==> config.mk <==
export PLATFORM = sky130hd
export DESIGN_NAME = esfa_vector_loader_flat
export DESIGN_NICKNAME = d
export VERILOG_FILES = /design/src/rtl/esfa_vector_loader_if.sv /design/src/rtl/esfa_vector_loader.sv /design/src/flat_wrapper.sv
export SDC_FILE = /design/constraint.sdc
export NUM_CORES = 1
export LEC_CHECK = 0
export CORE_AREA = 2 2 125 127
export CTS_BUF_LIST = sky130_fd_sc_hd__clkbuf_8
export CTS_CLUSTER_SIZE = 20
export DETAILED_ROUTE_END_ITERATION = 8
export DIE_AREA = 0 0 127 129
export GPL_TIMING_DRIVEN = 0
export PLACE_DENSITY = 0.55
export SETUP_SLACK_MARGIN = 0.2
export SKIP_CTS_REPAIR_TIMING = 1
export SLEW_MARGIN = 20
export SYNTH_ARGS = -nofsm -noshare
export SYNTH_HDL_FRONTEND = slang
export SYNTH_SLANG_ARGS = --single-unit
==> constraint.sdc <==
create_clock -name clk -period 5.7 [get_ports clk]
set_clock_uncertainty 0.2 [all_clocks]
set_input_delay 0.855 -clock clk [delete_from_list [all_inputs] [get_ports clk]]
set_output_delay 0.855 -clock clk [all_outputs]
set_load 0.005 [all_outputs]
==> src/rtl/esfa_vector_loader_if.sv <==
// Byte-stream input and RAM write port of the vector loader, bundled as one interface.
// The master side drives the stream and observes writes; the slave side is the loader.
// Widths are fixed: 8-bit stream bytes, 32-bit byte address, 64-bit write words.
interface esfa_vector_loader_if;
  logic        s_valid;
  logic [7:0]  s_data;
  logic        s_last;
  logic        s_ready;
  logic        wr_en;
  logic [31:0] wr_addr;
  logic [63:0] wr_data;

  modport master (
    output s_valid, s_data, s_last,
    input  s_ready, wr_en, wr_addr, wr_data
  );

  modport slave (
    input  s_valid, s_data, s_last,
    output s_ready, wr_en, wr_addr, wr_data
  );
endinterface

==> src/rtl/esfa_vector_loader.sv <==
// Packs a byte stream into little-endian 64-bit words and writes them to a vector RAM, then appends an endOfProgram terminator word.
// Latency: the byte completing a word at edge N gives wr_en in the cycle right after edge N; throughput is 8 bytes per 9 cycles.
// Backpressure: s_ready is high only while collecting; it drops for the write cycle and stays low after termination or overflow until the next start.
module esfa_vector_loader #(
  parameter int DEPTH_WORDS = 256
) (
  input  logic                     clk,
  input  logic                     reset,
  input  logic                     start,
  esfa_vector_loader_if.slave      bus,
  output logic                     busy,
  output logic                     done,
  output logic                     overflow,
  output logic [15:0]              word_count
);

  typedef enum logic [2:0] {
    S_IDLE    = 3'd0,
    S_COLLECT = 3'd1,
    S_WRITE   = 3'd2,
    S_TERM    = 3'd3,
    S_DONE    = 3'd4
  } state_t;

  // Last data slot: the final RAM word is reserved for the terminator.
  localparam logic [15:0] LAST_SLOT = 16'(DEPTH_WORDS - 1);
  localparam logic [63:0] TERM_WORD = 64'h0000_0000_0000_0004;

  state_t      state_q, state_d;
  logic [2:0]  byte_idx_q, byte_idx_d;
  logic [63:0] word_q, word_d;
  logic        ended_q, ended_d;       // current word was closed by s_last
  logic [15:0] word_count_q, word_count_d;
  logic        overflow_q, overflow_d;

  // Next-state, datapath updates and handshake/write outputs.
  always_comb begin
    state_d      = state_q;
    byte_idx_d   = byte_idx_q;
    word_d       = word_q;
    ended_d      = ended_q;
    word_count_d = word_count_q;
    overflow_d   = overflow_q;
    bus.s_ready  = 1'b0;
    bus.wr_en    = 1'b0;
    bus.wr_addr  = {13'b0, word_count_q, 3'b000};
    bus.wr_data  = word_q;

    case (state_q)
      S_IDLE, S_DONE: begin
        if (start) begin
          state_d      = S_COLLECT;
          byte_idx_d   = 3'd0;
          word_d       = 64'd0;
          ended_d      = 1'b0;
          word_count_d = 16'd0;
          overflow_d   = 1'b0;
        end
      end
      S_COLLECT: begin
        bus.s_ready = 1'b1;
        if (bus.s_valid) begin
          word_d[{byte_idx_q, 3'b000} +: 8] = bus.s_data;
          byte_idx_d = byte_idx_q + 3'd1;
          ended_d    = bus.s_last;
          if ((byte_idx_q == 3'd7) || bus.s_last) begin
            if (word_count_q == LAST_SLOT) begin
              // No room for another data word: drop it and terminate.
              overflow_d = 1'b1;
              state_d    = S_TERM;
            end else begin
              state_d = S_WRITE;
            end
          end
        end
      end
      S_WRITE: begin
        bus.wr_en    = 1'b1;
        word_count_d = word_count_q + 16'd1;
        byte_idx_d   = 3'd0;
        word_d       = 64'd0;   // unfilled lanes of a short word read as zero
        state_d      = ended_q ? S_TERM : S_COLLECT;
      end
      S_TERM: begin
        bus.wr_en   = 1'b1;
        bus.wr_data = TERM_WORD;
        state_d     = S_DONE;
      end
      default: state_d = S_IDLE;
    endcase
  end

  // State register with synchronous reset that discards any partial word.
  always_ff @(posedge clk) begin
    if (reset) begin
      state_q      <= S_IDLE;
      byte_idx_q   <= 3'd0;
      word_q       <= 64'd0;
      ended_q      <= 1'b0;
      word_count_q <= 16'd0;
      overflow_q   <= 1'b0;
    end else begin
      state_q      <= state_d;
      byte_idx_q   <= byte_idx_d;
      word_q       <= word_d;
      ended_q      <= ended_d;
      word_count_q <= word_count_d;
      overflow_q   <= overflow_d;
    end
  end

  assign busy       = (state_q == S_COLLECT) || (state_q == S_WRITE) || (state_q == S_TERM);
  assign done       = (state_q == S_DONE);
  assign overflow   = overflow_q;
  assign word_count = word_count_q;

endmodule

==> src/flat_wrapper.sv <==
// flat-port wrapper written by rule: the top's interface ports become plain ports
module esfa_vector_loader_flat 
#(
  parameter int DEPTH_WORDS = 256
)
  (clk, reset, start, busy, done, overflow, word_count, bus_s_valid, bus_s_data, bus_s_last, bus_s_ready, bus_wr_en, bus_wr_addr, bus_wr_data);
  esfa_vector_loader_if bus_i ();
  input  logic clk;
  input  logic reset;
  input  logic start;
  output logic busy;
  output logic done;
  output logic overflow;
  output logic [15:0] word_count;
  input wire logic [$bits(bus_i.s_valid)-1:0] bus_s_valid;
  input wire logic [$bits(bus_i.s_data)-1:0] bus_s_data;
  input wire logic [$bits(bus_i.s_last)-1:0] bus_s_last;
  output wire logic [$bits(bus_i.s_ready)-1:0] bus_s_ready;
  output wire logic [$bits(bus_i.wr_en)-1:0] bus_wr_en;
  output wire logic [$bits(bus_i.wr_addr)-1:0] bus_wr_addr;
  output wire logic [$bits(bus_i.wr_data)-1:0] bus_wr_data;
  assign bus_i.s_valid = bus_s_valid;
  assign bus_i.s_data = bus_s_data;
  assign bus_i.s_last = bus_s_last;
  assign bus_s_ready = bus_i.s_ready;
  assign bus_wr_en = bus_i.wr_en;
  assign bus_wr_addr = bus_i.wr_addr;
  assign bus_wr_data = bus_i.wr_data;
  esfa_vector_loader #(.DEPTH_WORDS(DEPTH_WORDS)) u_core (.clk(clk), .reset(reset), .start(start), .bus(bus_i), .busy(busy), .done(done), .overflow(overflow), .word_count(word_count));
endmodule
== After elaboration in Yosys (flattened, before gate mapping) ==
Index checks and enable logic that the tools add are counted.

* Shift-type cells: 2
* Muxes and demuxes: 25
* Equal/unequal tests: 10
* $add $sub $neg: 3
* Reduce and logical (&&, ||, !) cells: 14

{| class="wikitable"
|+ Operator list
! cell !! count
|-
| 64-bit 2-to-1 mux || 3
|-
| 64-bit case mux with 3 select lines || 1
|-
| 64-bit bitwise mux || 1
|-
| 8-bit by 8-bit variable shift with 64-bit output (first input constant) || 1
|-
| 8-bit by 8-bit indexed part select with 64-bit output || 1
|-
| 16-bit case mux with 2 select lines || 1
|-
| 16-bit by 1-bit adder with 16-bit output (second input constant) || 1
|-
| 16-bit by 8-bit == test with 1-bit output (second input constant) || 1
|-
| 16-bit 2-to-1 mux || 1
|-
| 3-bit 2-to-1 mux || 5
|-
| 3-bit case mux with 4 select lines || 1
|-
| 3-bit case mux with 3 select lines || 1
|-
| 3-bit AND reduction || 3
|-
| 1-bit 2-to-1 mux || 8
|-
| 6-bit negator with 8-bit output || 1
|-
| 3-bit by 2-bit == test with 1-bit output (second input constant) || 2
|-
| 3-bit == test (second input constant) || 2
|-
| 5-bit AND reduction || 1
|-
| 2-bit by 1-bit != test with 1-bit output (second input constant) || 2
|-
| 2-bit != test (second input constant) || 2
|-
| 1-bit case mux with 2 select lines || 2
|-
| 2-bit nonzero test || 2
|-
| 2-bit OR reduction || 2
|-
| 3-bit by 1-bit adder with 3-bit output (second input constant) || 1
|-
| 6 further kinds || 8
|}

* Word-level logic and storage cells: 60
* Input bits: 13
* Register bits after elaboration: 88

== Longest topological paths before layout ==
Gate-level depths: netlist of run 1.

* Depth after elaboration: 5
* Mapped depth: 9

== Worst setup path before layout of run 1 ==
Ideal clock, no wire load.

* Path type: register to output
* Start point: reg u_core.state_q[2]
* End point: out bus_wr_data[10]
* Buffers on the path: 3
* Path slack: 3.390 ns
* Arrival time: 1.255 ns
* Stages on the path, launching flop included: 7
* Cell sequence: dfxtp_1 -> buf_2 -> nor2b_1 -> nand2_1 -> clkbuf_1 -> clkbuf_1 -> and2_1

* Longest elaborated chain between the ends: 2

{| class="wikitable"
|+ RTL lines
! item !! RTL line !! text
|-
| start: declaration || esfa_vector_loader.sv:29 || <nowiki>state_t state_q, state_d;</nowiki>
|-
| start signal: assignment || esfa_vector_loader.sv:103 || <nowiki>state_q <= state_d;</nowiki>
|-
| 3-bit by 2-bit == test with 1-bit output || esfa_vector_loader.sv:49 || <nowiki>case (state_q)</nowiki>
|-
| 64-bit 2-to-1 mux || esfa_vector_loader.sv:49 ||
|-
| end: declaration || flat_wrapper.sv:21 || <nowiki>output wire logic [$bits(bus_i.wr_data)-1:0] bus_wr_data;</nowiki>
|}

No other way between the ends.

== Final worst setup path of run 1 ==
* Start point: reg u_core.state_q[2]
* End point: out bus_wr_data[4]

The elaborated chain is that of the path after synthesis.

==> results.sh, run 1 <==
export IMPL_syn_instance_count=528
export IMPL_synth_commonest_cells="dfxtp_1, and2_1, nand2_1, a21oi_1"
export IMPL_dp_slack_ns=2.31
export IMPL_placed_cell_area_mm2=0.00584
export IMPL_synth_edf_count=0
export IMPL_hpwl_um=10300
export IMPL_grt_overflow=0
export IMPL_synth_top_cell_area_share_pct=39.9
export IMPL_fin_area_mm2=0.00602
export IMPL_avgRoutedWirePerCell_um=15.9
export IMPL_avgSynthCellArea_um2=8.37
export IMPL_min_path_type="flip-flop to flip-flop"
export IMPL_numPortBuffers=113
export IMPL_yosysSeqAreaShare_pct=39.9
export IMPL_cts_root_buf="clkbuf_8"
export IMPL_yosysTopAreaCell="dfxtp_1"
export IMPL_ys_flop_type="dfxtp_1"
export IMPL_synth_distinct_cells=53
export IMPL_finalSetupTns_ns=0
export IMPL_start_util_pct=29.5
export IMPL_clk_path_buf_depth=2
export IMPL_fin_nets=686
export IMPL_synthTopCellsByArea="dfxtp_1, and2_1, buf_4"
export IMPL_cp_data_required_time_ns=4.64
export IMPL_via_per_inst=4.85
export IMPL_report_final_slew_viol_count=0
export IMPL_grt_max_degree=16
export IMPL_ioPinCount=130
export IMPL_instances_no_fill=860
export IMPL_grt_pass1_wl_um=21400
export IMPL_vias=4174
export IMPL_cts_sinks=88
export IMPL_setup_worst_path_end_class="output pin"
export IMPL_seq_area_mm2=0.00176
export IMPL_synthMostInstantiatedCell="dfxtp_1"
export IMPL_drcViolationCount=0
export IMPL_routed_wl_um=13700
export IMPL_crit_fanout=10
export IMPL_worstPathArrival_ns=2.66
export IMPL_tightest_slew_ns=0.662
export IMPL_syn_area_mm2=0.00442
export IMPL_die_area_mm2=0.0164
export IMPL_fin_crit_ns=3.71
export IMPL_timing_final_crit_share_pct=65.1
export IMPL_p_leak_nw=2.19
export IMPL_status="finished clean"
export IMPL_dp_cells=844
export IMPL_final_hold_viol_count=0
export IMPL_grt_total_usage_pct=16.6
export IMPL_ys_warnings_count=0
export IMPL_drv_cap=0
export IMPL_gp_congestion=0.847
export IMPL_drive_above_1_share_pct=11.2
export IMPL_rows=45
export IMPL_syn_to_final_growth_pct=36.3
export IMPL_insertion_delay_ns=0.37
export IMPL_multi_input_area_mm2=0.00229
export IMPL_drt_iter0_markers=232
export IMPL_die_w_um=127
export IMPL_max_freq_mhz=270
export IMPL_die_y_um=129
export IMPL_core_mm2=0.0150
export IMPL_fill_cells=1541
export IMPL_critical_path_class="flip-flop to output pin"
export IMPL_antenna_found_initial=0
export IMPL_rsz0062_at_grt="no"
export IMPL_ys_ff_latch=88
export IMPL_worstSetupStartpointType="flip-flop"
export IMPL_htree_num_levels=3
export IMPL_whs_ns=0.263
export IMPL_cts_reportedPaths_clkPinSlew_ns=0.09
export IMPL_ant_nets=0
export IMPL_async_reset_ff_share_pct=0
export IMPL_setup_viol=0
export IMPL_slew_headroom_pct=55.7
export IMPL_power_density_mw_per_mm2=193
export IMPL_cts_buffers_inserted=9
export IMPL_fin_ws_ns=1.99
export IMPL_num_antenna_cells=0
export IMPL_first_pass_iters=5
export IMPL_first_global_vias=3960
export IMPL_ir_worst_vdd_mv=0.0948
export IMPL_cts_tree="done"
-- path summary, 6_finish.rpt --
path | startpoint | endpoint | slack, ns | depth (start not counted)
setup / recovery | u_core.state_q[2] | bus_wr_data[4] | 1.99 | 7
hold / removal | u_core.word_q[44] | u_core.word_q[44] | 0.26 | 1
setup reg to reg | u_core.byte_idx_q[0] | u_core.word_q[38] | 3.02 | 9
hold reg to reg | u_core.word_q[44] | u_core.word_q[44] | 0.26 | 1
-- power by group --
part           leakage, nW  switching, mW  internal (mW)
combinational         1.38         0.0860         0.0468
clock               0.0968          0.236          0.172
sequential           0.709        0.00207          0.618
total                 2.19          0.324          0.837
-- kinds of logic (layout without fill, tap and decap cells) --
| group | Yosys count | in the layout | synth area share, % |
|---|---|---|---|
| simple gates | 212 | 212 | 26.6 |
| mux | 3 | 3 | 0.736 |
| fa+ha+maj | 6 | 6 | 1.70 |
| compound gates | 146 | 146 | 21.6 |
| other cells | 1 | 16 | 0.0849 |
| buf+inv | 72 | 201 | 9.46 |
| flops | 88 | 88 | 39.9 |
-- metal layers --
layer	track usage, %	vias up	share of wire [%]
li1	-	2077	-
met4	4.91	0	1.5
met5	0	-	0
met3	3.83	12	4.2
met1	21.6	1983	45
met2	27.8	102	49
-- cells in the final DEF, fill, tap and decap left out, types with 4 or more instances in the layout --
master	n
o2bb2ai_1	29
conb_1	16
ha_1	6
buf_1	4
o21ai_0	35
and4_1	5
clkbuf_1	20
and3_1	7
clkdlybuf4s50_1	113
a21oi_1	47
buf_2	6
or3_1	5
nand2_1	57
nor3_1	4
buf_4	35
nand3b_1	4
nor2b_1	4
a31oi_1	7
nor2_1	21
inv_1	5
and2_1	73
clkinv_2	4
o21ai_1	4
nand3_1	9
clkbuf_8	10
nand2b_1	4
dfxtp_1	88
-- flip-flops by register name (all words and copies together) (netlist names) --
register	flops
u_core.byte_idx_q	3
u_core.ended_q	1
u_core.overflow	1
u_core.state_q	3
u_core.word_count	16
u_core.word_q	64
-- metrics by stage --
step           util (%)  power, mW
3_3_place_gp       39.0      0.763
6_report           40.2       1.16
2_1_floorplan         -      0.716
3_5_place_dp       39.0      0.766
4_1_cts            40.2       1.17
5_1_grt            40.2       1.21
-- final cells by class --
class / instances / area share, %
buffer: 66 / 6.55
clock buffer: 10 / 2.29
clock inverter: 6 / 0.686
inverter: 6 / 0.395
multi-input combinational: 383 / 38.1
sequential: 88 / 29.3
tap: 188 / 3.91
timing repair buffer: 113 / 18.8
-- worst max-delay path: stages, from the launching register on --
cell and delay [ns]:
dfxtp_1 0.37, buf_2 0.20, nor2b_1 0.10, nand2_1 0.09, clkbuf_1 0.40, clkbuf_1 0.41, and2_1 0.19, clkdlybuf4s50_1 0.54
No activity file was read; power rests on OpenSTA's default activity.
==> inputs of run 2 (changes only) <==
clock period = 3.5 ns   (was 5.7 ns; I/O delays follow)
==> run 2 against run 1 <==
  * Clock power increased by 63%
  * Non-clock buffer count unchanged
  * Utilization increased by 0.050 points
  * Critical path type unchanged
  * Cell count unchanged
  * Critical endpoint unchanged
  * Via count increased by 0.62%
  * Sequential cell count unchanged
==> results.sh, run 2 (synthesis gave the netlist of run 1 again) <==
export IMPL_status="finished clean"
export IMPL_core_mm2=0.0150
export IMPL_insertion_delay_ns=0.37
export IMPL_cts_tree="done"
export IMPL_die_w_um=127
export IMPL_drcViolationCount=0
export IMPL_multi_input_area_mm2=0.00229
export IMPL_max_freq_mhz=326
export IMPL_drv_cap=0
export IMPL_met3_usage_pct=3.83
export IMPL_htree_num_levels=3
export IMPL_routed_wl_um=13700
export IMPL_numPortBuffers=113
export IMPL_rsz0062_at_grt="no"
export IMPL_fin_ws_ns=0.432
export IMPL_cp_data_required_time_ns=2.77
export IMPL_finalSetupTns_ns=0
export IMPL_worstSetupStartpointType="flip-flop"
export IMPL_tightest_slew_ns=0.661
export IMPL_worstPathArrival_ns=2.34
export IMPL_drive_above_1_share_pct=12.1
export IMPL_report_final_slew_viol_count=0
export IMPL_ir_worst_vdd_mv=0.154
export IMPL_grt_overflow=0
export IMPL_cts_reportedPaths_clkPinSlew_ns=0.09
export IMPL_ant_nets=0
export IMPL_rr_worst_depth=9
export IMPL_grt_pass1_wl_um=21400
export IMPL_rows=45
export IMPL_clk_path_buf_depth=2
export IMPL_ioPinCount=130
export IMPL_hold_depth=1
export IMPL_instances_no_fill=860
export IMPL_first_global_vias=3960
export IMPL_fin_crit_ns=3.07
export IMPL_grt_use_met2_pct=27.8
export IMPL_syn_to_final_growth_pct=36.4
export IMPL_avgRoutedWirePerCell_um=15.9
export IMPL_fin_nets=686
export IMPL_dp_slack_ns=0.437
export IMPL_cts_buffers_inserted=9
export IMPL_largest_register="u_core.word_q"
export IMPL_first_pass_iters=4
export IMPL_setup_viol=0
export IMPL_die_area_mm2=0.0164
export IMPL_die_y_um=129
export IMPL_hpwl_um=10300
export IMPL_grt_most_used_layer="met2"
export IMPL_dp_cells=844
export IMPL_cts_sinks=88
export IMPL_slew_headroom_pct=55.8
export IMPL_antenna_found_initial=0
export IMPL_grt_total_usage_pct=16.6
export IMPL_grt_util_met1_pct=21.6
export IMPL_setup_worst_path_end_class="output pin"
export IMPL_seq_area_mm2=0.00176
export IMPL_p_seq_share_pct=53.4
export IMPL_power_share_combinational_pct=11.4
export IMPL_vias=4200
export IMPL_via_per_inst=4.88
export IMPL_p_int_mw=1.36
export IMPL_swShare_pct=28.0
export IMPL_gp_congestion=0.847
export IMPL_final_hold_viol_count=0
export IMPL_min_path_type="flip-flop to flip-flop"
export IMPL_post_route_util_pct=40.2
export IMPL_p_leak_nw=2.20
export IMPL_timing_final_crit_share_pct=87.7
export IMPL_largest_reg_flops=64
export IMPL_p_switching_mw=0.529
export IMPL_p_clk_share_pct=35.2
export IMPL_critical_path_class="flip-flop to output pin"
export IMPL_power_density_mw_per_mm2=314
export IMPL_fill_cells=1537
export IMPL_num_antenna_cells=0
export IMPL_grt_max_degree=16
export IMPL_cts_root_buf="clkbuf_8"
export IMPL_most_common_layout_cells="clkdlybuf4s50_1, dfxtp_1, and2_1, nand2_1, a21oi_1"
export IMPL_start_util_pct=29.5
export IMPL_crit_fanout=10
export IMPL_final_common_cell="clkdlybuf4s50_1"
export IMPL_drt_iter0_markers=251
-- run 2: layer usage --
layer  vias to the layer above  wire length (um)  part of all wire (%)
met5                         -                 0                     0
li1                       2079                 -                     -
met1                      1989              6110                    45
met3                        13               756                   5.5
met4                         0               223                   1.6
met2                       119              6610                    48
-- run 2: final cells by class --
class	count	share of cell area, %
clock buffers	10	2.28
clock inverters	6	0.685
well taps	188	3.90
inverters	6	0.394
multi-input cells	383	38.1
plain buffers	66	6.66
flip-flops and latches	88	29.2
repair buffers	113	18.8
-- run 2: final timing paths --
| check | from | end | slack, ns |
|---|---|---|---|
| min reg2reg | u_core.word_q[44] | u_core.word_q[44] | 0.26 |
| min | u_core.word_q[44] | u_core.word_q[44] | 0.26 |
| max reg2reg | u_core.byte_idx_q[0] | u_core.word_q[37] | 0.81 |
| max | u_core.state_q[2] | bus_wr_data[4] | 0.43 |
-- run 2: power by group through the flow --
stage | registers (mW) | logic [mW] | clock network [mW]
6_report | 1.01 | 0.216 | 0.666
5_1_grt | 1.01 | 0.237 | 0.726
4_1_cts | 1.01 | 0.215 | 0.685
3_5_place_dp | 1.03 | 0.214 | 0
3_3_place_gp | 1.03 | 0.210 | 0
2_1_floorplan | 1.03 | 0.134 | 0
-- run 2: critical path, cell delays in order (launching register included) --
cell and delay (ns):
dfxtp_1 0.37, buf_2 0.20, nor2b_1 0.10, nand2_1 0.09
clkbuf_2 0.24, clkbuf_2 0.28, and2_1 0.16, clkdlybuf4s50_1 0.54
-- run 2: through the flow --
step | area, um2 | power (mW) | hold WS (ns)
finish | 6030 | 1.89 | 0.263
detailed placement | 5840 | 1.25 | 0.240
CTS | 6020 | 1.91 | 0.266
global route | 6030 | 1.97 | 0.281
floorplan | 4470 | 1.17 | 0.224
global placement | 5840 | 1.24 | 0.237
==> inputs of run 3 (changes only) <==
CORE_AREA = 2 2 98 100   (was 2 2 125 127)
DIE_AREA = 0 0 100 102   (was 0 0 127 129)
PLACE_DENSITY = 0.83   (was 0.55)
==> run 3 against run 2 <==
  * Maximum frequency fell by 1.3%
  * Sequential cell count did not move
  * Non-clock buffer count did not move
  * Wire length fell by 8.3%
  * Sequential share of layout area rose by 0.24 points
  * Global-route usage rose by 7.8 points
  * Worst setup slack got worse by 0.041 ns
  * Die area fell by 38%
==> results.sh, run 3 (synthesis gave the netlist of run 1 again) <==
export IMPL_most_common_layout_cells="clkdlybuf4s50_1, dfxtp_1, and2_1, nand2_1, a21oi_1"
export IMPL_first_pass_iters=5
export IMPL_setup_worst_path_end_class="output pin"
export IMPL_crit_fanout=10
export IMPL_rr_worst_depth=9
export IMPL_cts_sinks=88
export IMPL_setup_viol=0
export IMPL_via_per_inst=5.55
export IMPL_num_antenna_cells=0
export IMPL_tightest_slew_ns=0.680
export IMPL_hpwl_um=9360
export IMPL_post_route_util_pct=65.6
export IMPL_insertion_delay_ns=0.36
export IMPL_worstSetupStartpointType="flip-flop"
export IMPL_worstPathArrival_ns=2.38
export IMPL_cp_data_required_time_ns=2.77
export IMPL_cts_tree="done"
export IMPL_ff2ff_setup_slack_ns=0.85
export IMPL_cts_reportedPaths_clkPinSlew_ns=0.09
export IMPL_critPathSlowestCell="clkdlybuf4s50_1"
export IMPL_power_share_combinational_pct=10.3
export IMPL_path_cells="buf_2, nor2b_1, nand2_1, clkbuf_2, clkbuf_2, and2_1, clkdlybuf4s50_1"
export IMPL_power_density_mw_per_mm2=338
export IMPL_ioPinCount=130
export IMPL_finalSetupTns_ns=0
export IMPL_ant_nets=0
export IMPL_cp_common_cell="clkbuf_2"
export IMPL_p_int_mw=1.49
export IMPL_antenna_found_initial=0
export IMPL_worst_path_buf_inv=4
export IMPL_rows=35
export IMPL_p_leak_nw=2.22
export IMPL_start_util_pct=48.5
export IMPL_largest_reg_flops=64
export IMPL_critical_path_class="flip-flop to output pin"
export IMPL_clk_path_buf_depth=2
export IMPL_slew_headroom_pct=54.5
export IMPL_p_seq_share_pct=50.0
export IMPL_first_global_vias=4087
export IMPL_p_switching_mw=0.527
export IMPL_drcViolationCount=0
export IMPL_grt_max_degree=17
export IMPL_core_mm2=0.00911
export IMPL_drv_cap=0
export IMPL_worstReg2RegEnd="u_core.word_q[32]"
export IMPL_fin_crit_ns=3.11
export IMPL_report_final_slew_viol_count=0
export IMPL_syn_to_final_growth_pct=35.3
export IMPL_finalPower_mw=2.02
export IMPL_numPortBuffers=113
export IMPL_routed_wl_um=12600
export IMPL_grt_total_usage_pct=24.5
export IMPL_path_delay_family="buffers and inverters"
export IMPL_p_clk_share_pct=39.6
export IMPL_min_path_type="flip-flop to flip-flop"
export IMPL_drive_above_1_share_pct=12.1
export IMPL_final_common_cell="clkdlybuf4s50_1"
export IMPL_status="finished clean"
export IMPL_grt_pass1_wl_um=20000
export IMPL_die_y_um=102
export IMPL_ir_worst_vdd_mv=0.314
export IMPL_final_hold_viol_count=0
export IMPL_cts_root_buf="clkbuf_8"
export IMPL_largest_register="u_core.word_q"
export IMPL_rsz0062_at_grt="no"
export IMPL_grt_overflow=0
export IMPL_vias=4348
export IMPL_drt_iter0_markers=312
export IMPL_fin_nets=686
export IMPL_cts_buffers_inserted=9
export IMPL_max_freq_mhz=322
export IMPL_htree_num_levels=3
export IMPL_die_area_mm2=0.0102
export IMPL_swShare_pct=26.1
export IMPL_timing_final_crit_share_pct=88.8
export IMPL_hold_start="u_core.word_q[61]"
export IMPL_avgRoutedWirePerCell_um=16.1
export IMPL_max_stage_delay_ns=0.51
export IMPL_hold_depth=1
export IMPL_gp_congestion=0.911
export IMPL_die_w_um=100
export IMPL_r2r_start="u_core.byte_idx_q[0]"
export IMPL_min_to="u_core.word_q[61]"
-- run 3: cell count changes in the layout (fill, tap and decap cells not counted) --
cell / change
bufinv_16: +2
clkinv_2: -2
clkbuf_8: -1
clkinv_4: -1
clkinvlp_4: +1
inv_8: +1
-- run 3: stage by stage --
stage | setup WS, ns | cell area (um2) | hold slack (ns) | instances
4_1_cts | 0.0140 | 5970 | 0.269 | 783
2_1_floorplan | 1.23 | 4470 | 0.224 | 543
3_5_place_dp | 0.434 | 5740 | 0.240 | 767
3_3_place_gp | 0.459 | 5740 | 0.236 | 767
5_1_grt | 0.218 | 5980 | 0.284 | 783
6_report | 0.391 | 5980 | 0.261 | 783
-- run 3: worst max path at each step --
| stage | endpoint | slack (ns) | cells past startpoint | from |
|---|---|---|---|---|
| 5_1_grt | bus_wr_data[7] | 0.22 | 7 | u_core.state_q[2] |
| 3_3_place_gp | bus_wr_data[6] | 0.46 | 7 | u_core.state_q[2] |
| 4_1_cts | bus_wr_data[6] | 0.01 | 7 | u_core.state_q[2] |
| 6_report | bus_wr_data[6] | 0.39 | 7 | u_core.state_q[2] |
| 3_5_place_dp | bus_wr_data[6] | 0.43 | 7 | u_core.state_q[2] |
| 2_1_floorplan | u_core.word_q[32] | 1.23 | 9 | u_core.byte_idx_q[0] |
-- run 3: layout make-up --
type	instances	area (um2)
multi-input cells	383	2290
repair buffers	113	1130
clock inverters	7	101
plain buffers	66	402
fillers	794	3130
flip-flops and latches	88	1760
clock buffers	9	124
well taps	111	139
inverters	6	23.8
-- run 3: per-layer routing --
| metal | wire [um] | GRT usage [%] |
|---|---|---|
| met2 | 6380 | 43.0 |
| met4 | 248 | 8.22 |
| met3 | 761 | 5.06 |
| met5 | 0 | 0 |
| met1 | 5170 | 30.0 |
-- run 3: power by group through the flow --
stage | sequential (mW) | combinational [mW] | clock [mW]
after floorplan | 1.03 | 0.134 | 0
after global placement | 1.03 | 0.200 | 0
after detailed placement | 1.03 | 0.205 | 0
after CTS | 1.01 | 0.205 | 0.808
after global routing | 1.01 | 0.227 | 0.851
final | 1.01 | 0.209 | 0.801
-- run 3: worst reg2reg max path: stages, from the launching register on --
cell      delay (ns)
dfxtp_1         0.35
clkbuf_1        0.31
inv_1           0.08
ha_1            0.22
ha_1            0.39
nor2b_1         0.34
and3_1          0.21
buf_1           0.26
nand2_1         0.09
a21oi_1         0.13
